<file path="config.mk">
export PLATFORM = sky130hd
export DESIGN_NAME = inst_prefetch
export DESIGN_NICKNAME = d
export VERILOG_FILES = /design/src/rtl/if_pkg.sv /design/src/rtl/if_fifo.sv /design/src/rtl/inst_prefetch.sv
export SDC_FILE = /design/constraint.sdc
export NUM_CORES = 1
export LEC_CHECK = 0
export ABC_CLOCK_PERIOD_IN_PS = 8200
export CAP_MARGIN = 20
export CORE_MARGIN = 3
export CORE_UTILIZATION = 55
export DETAILED_ROUTE_END_ITERATION = 8
export PLACE_DENSITY = 0.81
export SLEW_MARGIN = 20
export SYNTH_ARGS = -nofsm -noshare
export SYNTH_HDL_FRONTEND = slang
export SYNTH_SLANG_ARGS = --single-unit
export TNS_END_PERCENT = 50
</file>
<file path="constraint.sdc">
create_clock -name clk -period 8.2 [get_ports clk]
set_clock_uncertainty 0.05 [all_clocks]
set_input_delay 1.64 -clock clk [delete_from_list [all_inputs] [get_ports clk]]
set_output_delay 1.64 -clock clk [all_outputs]
set_load 0.01 [all_outputs]
</file>
<file path="src/rtl/if_pkg.sv">
// Shared types and constants for the instruction prefetch stage.
package if_pkg;

    typedef enum logic [1:0] {
        IDLE,
        WAIT,
        DROP
    } if_state_t;

    localparam int INST_BYTES = 4;

    typedef struct packed {
        logic [31:0] pc;
        logic [31:0] inst;
    } fetch_entry_t;

endpackage

</file>
<file path="src/rtl/if_fifo.sv">
// Synchronous FIFO holding fetched {pc, inst} words. The head entry is
// presented from registered storage; clear wins over push and pop.
module if_fifo #(
    parameter int WIDTH = 64,
    parameter int DEPTH = 4
) (
    input  logic                   clk,
    input  logic                   rst,
    input  logic                   push,
    input  logic [WIDTH-1:0]       push_data,
    input  logic                   pop,
    input  logic                   clear,
    output logic                   head_valid,
    output logic [WIDTH-1:0]       head_data,
    output logic [$clog2(DEPTH):0] level
);

    localparam int PW = $clog2(DEPTH);

    logic [WIDTH-1:0] mem [DEPTH];
    logic [PW-1:0]    wr_ptr;
    logic [PW-1:0]    rd_ptr;
    logic [PW:0]      count;
    logic             do_pop;

    assign do_pop     = pop && (count != '0);
    assign head_valid = (count != '0);
    assign head_data  = head_valid ? mem[rd_ptr] : '0;
    assign level      = count;

    // Entry storage needs no reset; only the pointers decide what is valid.
    always_ff @(posedge clk) begin
        if (push && !clear) begin
            mem[wr_ptr] <= push_data;
        end
    end

    // Pointer and occupancy bookkeeping; a clear empties the FIFO at once.
    always_ff @(posedge clk or negedge rst) begin
        if (!rst) begin
            wr_ptr <= '0;
            rd_ptr <= '0;
            count  <= '0;
        end else if (clear) begin
            wr_ptr <= '0;
            rd_ptr <= '0;
            count  <= '0;
        end else begin
            if (push) begin
                wr_ptr <= wr_ptr + PW'(1);
            end
            if (do_pop) begin
                rd_ptr <= rd_ptr + PW'(1);
            end
            case ({push, do_pop})
                2'b10:   count <= count + (PW+1)'(1);
                2'b01:   count <= count - (PW+1)'(1);
                default: count <= count;
            endcase
        end
    end

endmodule

</file>
<file path="src/rtl/inst_prefetch.sv">
// Instruction prefetch stage: owns the PC, fetches words from the ROM over a
// req/ack handshake, buffers them in if_fifo and hands them to IF/ID.
// Optional feature macro: IF_BYPASS_EN (ROM word forwarded straight to IF/ID
// when the FIFO is empty and IF/ID is ready).
module inst_prefetch
    import if_pkg::*;
#(
    parameter int                ADDR_W   = 32,
    parameter int                DATA_W   = 32,
    parameter int                DEPTH    = 4,
    parameter logic [ADDR_W-1:0] RESET_PC = '0
) (
    input  logic                   clk,
    input  logic                   rst,
    output logic                   rom_req,
    output logic [ADDR_W-1:0]      rom_addr,
    input  logic                   rom_ack,
    input  logic [DATA_W-1:0]      rom_rdata,
    input  logic                   flush,
    input  logic [ADDR_W-1:0]      flush_pc,
    output logic                   if_valid,
    input  logic                   if_ready,
    output logic [ADDR_W-1:0]      if_pc,
    output logic [DATA_W-1:0]      if_inst,
    output logic [$clog2(DEPTH):0] fifo_level
);

    localparam int           LW      = $clog2(DEPTH) + 1;
    localparam logic [LW:0]  DEPTH_W = (LW+1)'(DEPTH);

`ifdef IF_BYPASS_EN
    localparam logic BYPASS_EN = 1'b1;
`else
    localparam logic BYPASS_EN = 1'b0;
`endif

    if_state_t                state_q;
    if_state_t                state_d;
    logic [ADDR_W-1:0]        pc_q;
    logic [ADDR_W-1:0]        pc_d;
    logic [ADDR_W-1:0]        target_q;
    logic [ADDR_W-1:0]        target_d;
    logic                     started_q;
    logic                     accept;
    logic                     bypass;
    logic                     fifo_push;
    logic                     fifo_pop;
    logic                     fifo_clear;
    logic                     head_valid;
    logic [ADDR_W+DATA_W-1:0] head_data;
    logic [LW:0]              level_ext;
    logic                     room_idle;
    logic                     room_after;

    assign level_ext  = {1'b0, fifo_level};
    assign fifo_pop   = head_valid && if_ready && !flush;
    // A pop in the same cycle is counted against the room, so a fresh fetch
    // from IDLE only starts once the consumer has actually drained space.
    assign room_idle  = (level_ext + (LW+1)'(fifo_pop)) < DEPTH_W;
    assign room_after = (level_ext + (LW+1)'(1)) < (DEPTH_W + (LW+1)'(fifo_pop));
    assign bypass     = BYPASS_EN && accept && !head_valid && if_ready;
    assign fifo_push  = accept && !bypass;
    assign rom_addr   = pc_q;
    assign if_valid   = head_valid || bypass;

    if_fifo #(
        .WIDTH (ADDR_W + DATA_W),
        .DEPTH (DEPTH)
    ) u_fifo (
        .clk        (clk),
        .rst        (rst),
        .push       (fifo_push),
        .push_data  ({pc_q, rom_rdata}),
        .pop        (fifo_pop),
        .clear      (fifo_clear),
        .head_valid (head_valid),
        .head_data  (head_data),
        .level      (fifo_level)
    );

    // Fetch FSM: request issue, ack acceptance, flush redirection and discard.
    always_comb begin
        state_d    = state_q;
        pc_d       = pc_q;
        target_d   = target_q;
        rom_req    = 1'b0;
        fifo_clear = 1'b0;
        accept     = 1'b0;
        unique case (state_q)
            IDLE: begin
                if (started_q) begin
                    if (flush) begin
                        fifo_clear = 1'b1;
                        pc_d       = flush_pc;
                    end else if (room_idle) begin
                        rom_req = 1'b1;
                        state_d = WAIT;
                        accept  = rom_ack;
                    end
                end
            end
            WAIT: begin
                rom_req = 1'b1;
                if (flush) begin
                    fifo_clear = 1'b1;
                    if (rom_ack) begin
                        pc_d    = flush_pc;
                        state_d = IDLE;
                    end else begin
                        target_d = flush_pc;
                        state_d  = DROP;
                    end
                end else begin
                    accept = rom_ack;
                end
            end
            DROP: begin
                rom_req    = 1'b1;
                fifo_clear = flush;
                if (flush) begin
                    target_d = flush_pc;
                end
                if (rom_ack) begin
                    pc_d    = flush ? flush_pc : target_q;
                    state_d = IDLE;
                end
            end
            default: state_d = IDLE;
        endcase
        if (accept) begin
            pc_d = pc_q + ADDR_W'(INST_BYTES);
            if (!bypass && !room_after) begin
                state_d = IDLE;
            end
        end
    end

    // Present the FIFO head, or the live ROM word when it bypasses the FIFO.
    always_comb begin
        if_pc   = '0;
        if_inst = '0;
        if (head_valid) begin
            {if_pc, if_inst} = head_data;
        end else if (bypass) begin
            if_pc   = pc_q;
            if_inst = rom_rdata;
        end
    end

    // State, PC and redirect target registers; started_q holds off the first
    // request until the first clock edge after reset is released.
    always_ff @(posedge clk or negedge rst) begin
        if (!rst) begin
            state_q   <= IDLE;
            pc_q      <= RESET_PC;
            target_q  <= RESET_PC;
            started_q <= 1'b0;
        end else begin
            state_q   <= state_d;
            pc_q      <= pc_d;
            target_q  <= target_d;
            started_q <= 1'b1;
        end
    end

endmodule

</file>
Word-level counts from Yosys, hierarchy flattened
Memory sizes are Yosys's and may differ from the RTL's.
Index checks and enable logic that the tools add are counted.
{ "totals": {"elab_cells": 87, "in_bits": 69, "mem_bits_rw": 256, "out_inout_bits": 101, "n_memories": 1, "ff_bits": 74} }
{ "classes": {"n_mux": 42, "order_cmp": 2, "n_reduce_logical": 16, "eq_ne": 11, "addsub": 8} }
{ "mem_list": {"columns": ["name", "depth", "word_bits", "read_ports", "rd_ports_with_merged_regs", "write_ports", "line", "source"], "rows": [
  ["u_fifo.mem", 4, 64, 1, 0, 1, "if_fifo.sv:20", "logic [WIDTH-1:0] mem [DEPTH];"]
]} }
{ "op_table": {"columns": ["cell", "count"], "rows": [
  ["$mux W32", 11],
  ["$pmux W32 S3", 1],
  ["$pmux W32 S2", 1],
  ["$add A32 B3 Y32 const B", 1],
  ["$mux W2", 12],
  ["$ne A3 B2 Y1 const B", 5],
  ["$mux W1", 11],
  ["$pmux W2 S3", 1],
  ["$pmux W3 S2", 1],
  ["$reduce_and A6 Y1", 1],
  ["$reduce_bool A2 Y1", 3],
  ["$reduce_bool A3 Y1", 2],
  ["$add A2 B1 Y2 const B", 2],
  ["$add A3 B1 Y4", 1],
  ["$add A3 B1 Y4 const A", 1],
  ["$add A3 B1 Y4 const B", 1],
  ["$eq A2 B1 Y1 const B", 2],
  ["$eq A2 B2 Y1 const B", 2],
  ["$logic_and A1 B1 Y1", 4],
  ["$lt A4 B3 Y1 const B", 1],
  ["$lt A4 B4 Y1", 1],
  ["$ne A2 B2 Y1 const B", 2],
  ["$pmux W1 S2", 2],
  ["$reduce_bool A4 Y1", 1],
  ["other kinds (8)", 9]
]} }

Logic depth before layout (Yosys ltp)
{ "depth": {"depth_word": 12, "ltp_mapped": 13, "depth_no_buf": 10} }

Hierarchy
A second synthesis with hierarchy kept.
{ "unflattened": {"cells_unflattened": 927, "hier_area_um2": 14605.3} }
{ "modules_own_cells": {"columns": ["module", "seq_area_each_um2", "n_inst", "cells_each", "area_each_um2"], "rows": [
  ["if_fifo", 7862.5, 1, 456, 10139.7],
  ["inst_prefetch", 1676.6, 1, 471, 4465.5]
]} }

Worst setup path after synthesis
OpenSTA, ideal clock, no wires.
{ "synth_path": {"path_type": "input-to-reg", "startpoint": "input port flush", "endpoint": "memory u_fifo.mem[0][0], enable pin", "cell_stages": 5, "path_buffers": 2, "setup_slack_ns": 3.660, "arrival_time_ns": 4.061, "required_time_ns": 7.721, "setup_ns": 0.429, "cell_sequence": "buf_2 -> nor2_1 -> a41o_1 -> clkbuf_1 -> and3_1"} }
{ "synth_via": {"elab_chain_cells": 11, "word_cells_on_any_way": 16, "classes_between": "1 x add/sub; 1 x order compare; 10 x mux; 4 x reduce/logical"} }
{ "synth_rtl": {"columns": ["element", "line", "source"], "rows": [
  ["start: declaration", "inst_prefetch.sv:19", "input logic flush,"],
  ["$logic_not A1 Y1", "inst_prefetch.sv:56", "assign fifo_pop = head_valid && if_ready && !flush;"],
  ["$logic_and A1 B1 Y1", "inst_prefetch.sv:56", null],
  ["$add A3 B1 Y4", "inst_prefetch.sv:59", "assign room_idle = (level_ext + (LW+1)'(fifo_pop)) < DEPTH_W;"],
  ["$lt A4 B3 Y1", "inst_prefetch.sv:59", null],
  ["$mux W1", "inst_prefetch.sv:95", "end else if (room_idle) begin"],
  ["$mux W1", "inst_prefetch.sv:92", "if (flush) begin"],
  ["$mux W1", "inst_prefetch.sv:91", "if (started_q) begin"],
  ["$pmux W1 S2", "inst_prefetch.sv:89", "unique case (state_q)"],
  ["$logic_and A1 B1 Y1 *", "if_fifo.sv:33", "if (push && !clear) begin"],
  ["$mux W1 *", "if_fifo.sv:33", null],
  ["$mux W1 (implied by the code) *", "if_fifo.sv:34", "mem[wr_ptr] <= push_data;"],
  ["end: declaration", "if_fifo.sv:20", null]
]} }
Every way passes the cells marked *; elsewhere a longest branch is shown, timed or not.

Worst setup path after layout
{ "layout_path": {"startpoint": "input port flush", "endpoint": "output port rom_req"} }
{ "layout_via": {"elab_chain_cells": 8} }
{ "layout_rtl": {"columns": ["element", "line", "source"], "rows": [
  ["$logic_not A1 Y1", "inst_prefetch.sv:56", null],
  ["$logic_and A1 B1 Y1", "inst_prefetch.sv:56", null],
  ["$add A3 B1 Y4", "inst_prefetch.sv:59", null],
  ["$lt A4 B3 Y1", "inst_prefetch.sv:59", null],
  ["$mux W1", "inst_prefetch.sv:95", null],
  ["$mux W1 *", "inst_prefetch.sv:92", null],
  ["$mux W1 *", "inst_prefetch.sv:91", null],
  ["$pmux W1 S2 *", "inst_prefetch.sv:89", null],
  ["end: declaration", "inst_prefetch.sv:15", "output logic rom_req,"]
]} }
Marked as above.

==> reports/qor.yml <==
run:
  maxCapViolCount: 0
clock_network:
  cts_tree: "done"
  cts_setup_buffers: 0
  clockRootBuffer: "clkbuf_16"
  path_clk_slew_ns: 0.06
  clock_latency_ns: 0.50
  cts_buffers: 35
  clk_path_buf_depth: 3
  clock-sinks: 330
  cts_hold_buf: 0
  htree_num_levels: 2
  cts_resized: 0
logic_synthesis:
  seq_area_frac_synth_pct: 67.6
  async_flop_share_pct: 22.4
  syn_area_um2: 14100
  synth_warnings: 0
  ys_top_cells_by_area: "edfxtp_1 (54%), dfrtp_1 (13%), mux4_2 (10%)"
  synth-edff-count: 256
  synth_top_family_by_area: "multiplexers"
  ys_types: 65
  synthSimpleGateAreaFrac_pct: 8.17
  synthMuxAreaShare_pct: 14.8
  yosys.area_share.xor_xnor_pct: 0.248
  synth_fa_ha_area_share_pct: 1.21
  synth_compound_area_share_pct: 5.91
  syn-instance-count: 863
  yosys.area.top_type_share_pct: 54.5
  syn_avg_cell_area_um2: 16.3
  synth_ff_type: "edfxtp_1"
  syn_nets: 945
  yosysTopAreaCell: "edfxtp_1"
  synth_seq_cells: 330
timing:
  finalHoldViolCount: 0
  relSlewSlack_pct: 31.3
  fin_crit_sh_pct: 63.5
  setup_violations: 0
  tightest_slew_ns: 1.03
  final_max_slew_viol_count: 0
  rsz0062_at_grt: "no"
  tns_ns: 0
  fin_crit_ns: 5.21
  max_freq_mhz: 192
critical_path:
  path_common_cell: "clkdlybuf4s50_1"
  worst_path_largest_cell_delay_ns: 0.56
  critPathCaptureType: "output pin"
  worst-path-buf-inv: 2
  critical_path_class: "in2out"
  critical_path_required_ns: 6.51
  cp-start-kind: "input port"
  crit_family: "buffers and inverters"
  cp_max_fo: 11
  crit_chain: "clkdlybuf4s50_1, nor2_1, and3_1, nand2_1, a21oi_1, clkdlybuf4s50_1"
  worstPathArrival_ns: 3.52
  critPathSlowestCell: "clkdlybuf4s50_1"
routing:
  drc: 0
  drtPass1Iterations: 5
  wl_per_cell_um: 21.6
  ant_nets: 0
  drt-total-wl_um: 29600
  viasPerCell: 6.07
  first_iter_violations: 824
  num_vias: 8330
placement:
  dp.cells: 1314
  gp_congestion: 0.840
  port_buffers: 169
  hpwlAfterDp_um: 18100
power_and_ir_drop:
  power_density_nw_per_um2: 370
  vdd_drop_max_v: 0.000232
  leakagePower_nw: 5.88
  p_total_mw: 6.32
floorplanning:
  rows: 57
  core_area_um2: 24700
  die-area_um2: 27600
  io_pins: 170
  initial_core_util_pct: 57.0
  die_w_um: 166
  fp.dieH_um: 166
finish:
  n_antenna_cell: 0
  utilization_pct: 69.1
  syn2layout_area_growth_pct: 21.3
  layout_commonest_cell: "edfxtp_1"
  layout_common_cells: "edfxtp_1 (256), clkdlybuf4s50_1 (168), dfrtp_1 (72)"
  n_fill_cell: 1635
  fin_cells: 1373
  nNetsFinal: 1109
  drive_gt1_share_pct: 16.6
global_route:
  grt_use_total_pct: 21.3
  grt-ovfl-total: 0
  grt_pass1_wl_um: 47100
  grt_max_degree: 75
  antenna_found_initial: 0
  grt_pass1_vias: 8178
outcome:
  outcome: "finished clean"
min_path:
  hold_class: "reg2reg"
-- cells in the mapped netlist (3+ instances only) --
cell type and instances:
edfxtp_1 256, dfrtp_1 74, and2_1 68, mux4_2 64, a21oi_1 44, mux2_2 36, nor2_1 35, mux2i_1 24
nand2_1 22, clkbuf_1 21, buf_2 18, o21ai_0 18, nand3_1 16, inv_1 14, ha_1 12, nor3_1 11
and3_1 9, a211oi_1 7, buf_1 7, nand4_1 6, o32a_1 6, a31oi_1 5, buf_4 5, o22a_1 5
a41o_1 4, and4_1 4, nor4_1 4, a22o_1 3, nand4b_1 3, nor2b_1 3, o22ai_1 3, or3_1 3
or4_1 3, xnor2_1 3
-- sequential cells by signal, summed over array words and instances (netlist names) --
| register | flops |
|---|---|
| state_q | 2 |
| u_fifo.rd_ptr | 2 |
| u_fifo.wr_ptr | 2 |
| target_q | 32 |
| rom_addr | 32 |
| started_q | 1 |
| u_fifo.level | 3 |
| u_fifo.mem | 256 |
-- final cells by class --
cell class | count | area [um2] | area share [%]
well taps | 324 | 405 | 2.37
inverters | 14 | 52.6 | 0.307
multi-input cells | 468 | 4300 | 25.1
clock inverters | 15 | 100 | 0.585
repair buffers | 178 | 1750 | 10.3
flip-flops and latches | 330 | 9540 | 55.8
clock buffers | 44 | 952 | 5.56
-- worst register-to-register path, stage by stage, from the launching register on --
cell,delay [ns]
dfrtp_1,0.43
inv_1,0.10
ha_1,0.31
nor2b_1,0.29
a41o_1,0.72
nand2_1,0.82
or4_1,0.73
nand3_1,0.09
-- path summary, 6_finish.rpt --
path / from / end / slack (ns) / cells after the start
hold reg to reg: target_q[25] / target_q[25] / 0.45 / 1
max in group asynchronous: rst / u_fifo.rd_ptr[0] / 6.08 / 2
setup / recovery: flush / rom_req / 2.99 / 6
min in group asynchronous: rst / started_q / 1.32 / 2
hold / removal: target_q[25] / target_q[25] / 0.45 / 1
setup reg to reg: state_q[1] / rom_addr[17] / 4.60 / 7
-- per-layer routing --
metal | wire (um) | track usage [%] | share of wire, %
met4 | 414 | 4.01 | 1.4
met1 | 13000 | 32.7 | 44
met2 | 13900 | 32.7 | 47
met3 | 2400 | 4.36 | 8.1
met5 | 0 | 0 | 0
-- cells by family (layout without fill, tap and decap cells) --
family	count (synthesis)	in the layout
multiplexers	124	124
XOR/XNOR	4	4
other	1	1
AND/OR/NAND/NOR	201	201
buffers and inverters	65	251
adder cells (fa/ha/maj)	13	13
AO/OA/AOI/OAI	125	125
flip-flops	330	330
-- stage by stage --
step / cell area (um2) / hold WS, ns / worst slack [ns]
5_1_grt: 17100 / 0.466 / 2.85
6_report: 17100 / 0.454 / 2.99
2_1_floorplan: 14100 / 0.427 / 3.66
3_3_place_gp: 16100 / 0.436 / 3.06
4_1_cts: 17100 / 0.455 / 2.99
3_5_place_dp: 16100 / 0.443 / 3.02
-- where the power goes --
| part | total [mW] | switching (mW) | internal (mW) |
|---|---|---|---|
| registers | 2.52 | 0.336 | 2.18 |
| clock network | 1.45 | 0.599 | 0.851 |
| logic | 2.36 | 1.10 | 1.25 |
| total | 6.32 | 2.04 | 4.29 |
No activity file was read; power rests on OpenSTA's default activity.
